**config.mk**
```make
export PLATFORM = sky130hd
export DESIGN_NAME = seq_bit_tx
export DESIGN_NICKNAME = d
export VERILOG_FILES = /design/src/rtl/seq_bit_tx.sv
export SDC_FILE = /design/constraint.sdc
export NUM_CORES = 1
export LEC_CHECK = 0
export CAP_MARGIN = 20
export CELL_PAD_IN_SITES_DETAIL_PLACEMENT = 0
export CELL_PAD_IN_SITES_GLOBAL_PLACEMENT = 1
export CORE_MARGIN = 3
export CORE_UTILIZATION = 42
export CTS_CLUSTER_SIZE = 12
export DETAILED_ROUTE_END_ITERATION = 6
export PLACE_DENSITY = 0.86
export REMOVE_ABC_BUFFERS = 1
export SYNTH_ARGS = -nofsm -noshare
export SYNTH_HDL_FRONTEND = slang
export SYNTH_SLANG_ARGS = --single-unit
```
**constraint.sdc**
```tcl
create_clock -name clk -period 2.29 [get_ports clk]
set_clock_uncertainty 0.2 [all_clocks]
set_input_delay 0.229 -clock clk [delete_from_list [all_inputs] [get_ports clk]]
set_output_delay 0.229 -clock clk [all_outputs]
set_load 0.01 [all_outputs]
```
**src/rtl/seq_bit_tx.sv**
```systemverilog
// Serial pattern transmitter: accepts parallel words over valid/ready and shifts
// them out LSB-first, one bit per clock, with a one-word holder for gapless streaming.
module seq_bit_tx #(
  parameter int unsigned WIDTH    = 16,
  parameter logic        IDLE_BIT = 1'b0
) (
  input  logic             clk,
  input  logic             reset,
  input  logic [WIDTH-1:0] load_data,
  input  logic             load_valid,
  output logic             load_ready,
  output logic             out_seq,
  output logic             out_valid,
  output logic             frame_start,
  output logic             busy,
  output logic [7:0]       word_count
);

  localparam int CW = (WIDTH > 1) ? $clog2(WIDTH) : 1;

  typedef enum logic {IDLE, SHIFT} state_e;

  state_e           state_q, state_d;
  logic [WIDTH-1:0] hold_q, hold_d;
  logic             hold_full_q, hold_full_d;
  logic [WIDTH-1:0] sh_q, sh_d;
  logic [CW-1:0]    bit_cnt_q, bit_cnt_d;
  logic             out_seq_q, out_seq_d;
  logic             out_valid_q, out_valid_d;
  logic             frame_start_q, frame_start_d;
  logic [7:0]       word_count_q, word_count_d;
  logic             accept;
  logic             load_sh;
  logic             last_bit;

  // Ready depends only on the holder flag, never on load_valid.
  assign load_ready = ~hold_full_q;
  assign accept     = load_valid & ~hold_full_q;
  assign last_bit   = (state_q == SHIFT) && (bit_cnt_q == CW'(WIDTH - 1));

  always_comb begin
    state_d       = state_q;
    hold_d        = hold_q;
    hold_full_d   = hold_full_q;
    sh_d          = sh_q;
    bit_cnt_d     = bit_cnt_q;
    out_valid_d   = out_valid_q;
    frame_start_d = 1'b0;
    word_count_d  = word_count_q;
    load_sh       = 1'b0;

    case (state_q)
      IDLE: begin
        out_valid_d = 1'b0;
        if (hold_full_q) begin
          load_sh = 1'b1;
          state_d = SHIFT;
        end
      end
      SHIFT: begin
        if (!last_bit) begin
          sh_d        = sh_q >> 1;
          bit_cnt_d   = bit_cnt_q + 1'b1;
          out_valid_d = 1'b1;
        end else begin
          word_count_d = word_count_q + 8'd1;
          if (hold_full_q) begin
            load_sh = 1'b1;
          end else begin
            state_d     = IDLE;
            out_valid_d = 1'b0;
          end
        end
      end
      default: state_d = IDLE;
    endcase

    // Holder-to-shifter move; the holder can only refill on a later edge
    // because accept requires the holder to be empty beforehand.
    if (load_sh) begin
      sh_d          = hold_q;
      bit_cnt_d     = '0;
      hold_full_d   = 1'b0;
      out_valid_d   = 1'b1;
      frame_start_d = 1'b1;
    end

    if (accept) begin
      hold_d      = load_data;
      hold_full_d = 1'b1;
    end

    out_seq_d = out_valid_d ? sh_d[0] : IDLE_BIT;
  end

  always_ff @(posedge clk or negedge reset) begin
    if (!reset) begin
      state_q       <= IDLE;
      hold_q        <= '0;
      hold_full_q   <= 1'b0;
      sh_q          <= '0;
      bit_cnt_q     <= '0;
      out_seq_q     <= IDLE_BIT;
      out_valid_q   <= 1'b0;
      frame_start_q <= 1'b0;
      word_count_q  <= 8'd0;
    end else begin
      state_q       <= state_d;
      hold_q        <= hold_d;
      hold_full_q   <= hold_full_d;
      sh_q          <= sh_d;
      bit_cnt_q     <= bit_cnt_d;
      out_seq_q     <= out_seq_d;
      out_valid_q   <= out_valid_d;
      frame_start_q <= frame_start_d;
      word_count_q  <= word_count_d;
    end
  end

  assign out_seq     = out_seq_q;
  assign out_valid   = out_valid_q;
  assign frame_start = frame_start_q;
  assign busy        = out_valid_q | hold_full_q;
  assign word_count  = word_count_q;

endmodule

```
==> flow_summary_export.csv <==
group,metric,value,unit
floorplan,die_area,5780,um^2
cells_and_area,final_cell_mix,"dfrtp_1 (48), clkdlybuf4s50_1 (30), nand3_1 (19), mux2_2 (17), o21ai_1 (16)",
yosys,synth_top_area_share,58.3,%
drt,first_pass_iters,6,
global_route,globalRouteTotalUtil,14.2,%
yosys,synthArstFlopShare,100,%
timing,relSlewSlack,51.5,%
worst_setup_path,slowest_delay,0.54,ns
drt,drcViolationCount,0,
yosys,synthFlopType,"dfrtp_1",
drt,routed_wl,3890,um
flow_run,cap_violations,0,
cells_and_area,drive_above_1_share,17.9,%
timing,setup_viol_count_final,0,
drt,vias,1424,
worst_setup_path,r2r-end,"bit_cnt_q[0]",
clocking,cts_tree,"done",
timing,tightest_slew,0.728,ns
clocking,cts_resized,0,
global_route,grt_pass1_vias,1449,
power,irDropWorstVdd,779,uV
worst_setup_path,cp-startpoint,"hold_full_q",
yosys,synth_cell_types,30,
placed_design,place_inst,263,
cells_and_area,syn_to_final_growth,23.8,%
floorplan,placementRows,24,
worst_setup_path,r2r_cells,4,
worst_hold_path,min_path_type,"flop to flop",
global_route,antenna_found_initial,0,
status,status,"finished, final reports clean",
floorplan,die_y,76.0,um
worst_setup_path,crit_type,"flop to output port",
worst_setup_path,rrSetupSlack,0.51,ns
timing,grt_setup_unrepaired,"false",
worst_setup_path,r2r-start,"bit_cnt_q[0]",
timing,max_freq,0.482,GHz
floorplan,core_area,4530,um^2
timing,holdWs,0.267,ns
global_route,grt_start_max_net_pins,34,
placed_design,portBuffers,31,
drt,ant_nets,0,
floorplan,ioPinCount,32,
drt,wl_per_cell,14.3,um
floorplan,die_w,76.0,um
worst_setup_path,path_cells,"or2_2, clkdlybuf4s50_1",
timing,tns,0,ns
drt,drt_iter0_markers,55,
worst_setup_path,worstPathArrival,1.64,ns
timing,period_minus_slack,2.07,ns
clocking,h-tree-depth,2,
cells_and_area,layout.cells.non_filler,272,
clocking,clock-sinks,48,
worst_setup_path,required,1.86,ns
worst_setup_path,critPathBufInv,1,
cells_and_area,nNetsFinal,227,
yosys,synth_cells,169,
yosys,yosys_warnings,0,
timing,fin_crit_sh,90.6,%
yosys,yosysSeqAreaShare,58.3,%
worst_setup_path,crit_family,"flip-flops",
cells_and_area,fillerInstances,373,
timing,hold_violations,0,
yosys,syn-cell-area,2060,um^2
clocking,clock_latency,0.29,ns
clocking,clkTransAtPathRegs,0.08,ns
power,leakagePower,1.16,nW
clocking,cts_root_buf,"clkbuf_8",
yosys,syn_area_per_cell,12.2,um^2
floorplan,start_util,45.4,%
worst_setup_path,path_max_fanout,11,
cells_and_area,final_common_cell,"dfrtp_1",
global_route,grt_overflow_total,0,
cells_and_area,final_core_util,56.2,%
yosys,yosysTopAreaCell,"dfrtp_1",
placed_design,postPlaceCellArea,2450,um^2
clocking,numCtsBuffers,5,
power,power_density,1130,nW/um^2
worst_setup_path,startpoint_type,"flop",
placed_design,gp_congestion,0.759,
timing,slew_viol_final,0,
drt,avgViaCountPerCell,5.24,
cells_and_area,postLayoutCellArea,2550,um^2
worst_setup_path,crit_path_end,"busy",
yosys,yosys-top-cells-area,"dfrtp_1 (58%), mux2_2 (9.3%), mux2i_1 (7.3%)",
yosys,synth_edf_count,0,
worst_setup_path,cp.depth,2,
clocking,clockBufferDepth,2,
global_route,grt_pass1_wl,6760,um
worst_setup_path,crit_slowest_cell,"dfrtp_1",
worst_setup_path,end_kind,"output port",
placed_design,dp_hpwl,2900,um
cells_and_area,n_antenna_cell,0,
yosys,synth-seq-cells,48,
routing by layer:
layer,GRT usage [%],vias to the layer above,share of wire [%]
li1,-,669,-
met1,17.4,708,44
met2,24.9,41,50
met3,3.66,6,4.6
met4,3.99,0,1.4
met5,0,-,0
cell usage after synthesis (2+ instances only):
| cell type | count |
|---|---|
| mux2_2 | 17 |
| nor3_1 | 2 |
| nand4_1 | 3 |
| buf_2 | 6 |
| nor2b_1 | 2 |
| dfrtp_1 | 48 |
| xor2_1 | 3 |
| a21oi_1 | 3 |
| mux2i_1 | 15 |
| inv_1 | 4 |
| o21ai_1 | 16 |
| ha_1 | 2 |
| nand2_1 | 9 |
| nor2_1 | 2 |
| xnor2_1 | 4 |
| nand3_1 | 19 |
report_power, final:
| group | switching, mW | leakage [nW] | total, mW | internal [mW] |
|---|---|---|---|---|
| sequential | 0.265 | 0.599 | 1.43 | 1.17 |
| clock | 0.247 | 0.0455 | 0.493 | 0.246 |
| combinational | 0.422 | 0.511 | 0.950 | 0.528 |
state kept, by name (all words and copies together) (netlist names):
name and cells:
hold_q 16, sh_q 15, word_count 8, bit_cnt_q 4, frame_start 1, hold_full_q 1
out_seq 1, out_valid 1, state_q 1
cells by family (layout without fill, tap and decap cells):
logic type / after synthesis / in the layout / share of synthesized area, %
fa+ha+maj: 2 / 2 / 1.21
compound gates: 22 / 22 / 5.65
flops: 48 / 48 / 58.3
mux: 32 / 32 / 16.6
xor+xnor: 7 / 7 / 2.98
buf+inv: 13 / 51 / 3.10
simple gates: 45 / 45 / 12.2
through the flow:
stage | setup slack (ns) | total power, mW
global placement | 0.489 | 2.33
finish | 0.216 | 2.88
CTS | 0.192 | 2.90
detailed placement | 0.492 | 2.41
global route | 0.153 | 3.08
floorplan | 0.00985 | 2.04
worst min path at each step:
stage | slack, ns | depth (start not counted) | to | startpoint
finish | 0.27 | 1 | word_count[7] | word_count[7]
detailed placement | 0.12 | 1 | word_count[2] | reset
CTS | 0.27 | 1 | word_count[7] | word_count[7]
floorplan | -0.27 | 0 | bit_cnt_q[0] | reset
global placement | 0.13 | 1 | word_count[2] | reset
global route | 0.33 | 1 | word_count[7] | word_count[7]
repair_timing:
| item | in CTS | in global routing |
|---|---|---|
| endpoints found under the hold margin | 31 | 0 |
| hold buffers | 1 | 0 |
| buffers inserted | 0 | 0 |
area by class of cell:
type                    instances  area (um^2)  share of cell area (%)
clock buffers                   8         90.1                    3.53
inverters                       4         15.0                   0.589
repair buffers                 39          368                    14.4
well taps                      65         81.3                    3.19
multi-input cells             108          795                    31.2
flip-flops and latches         48         1200                    47.1
(Power assumes the default switching activity.)
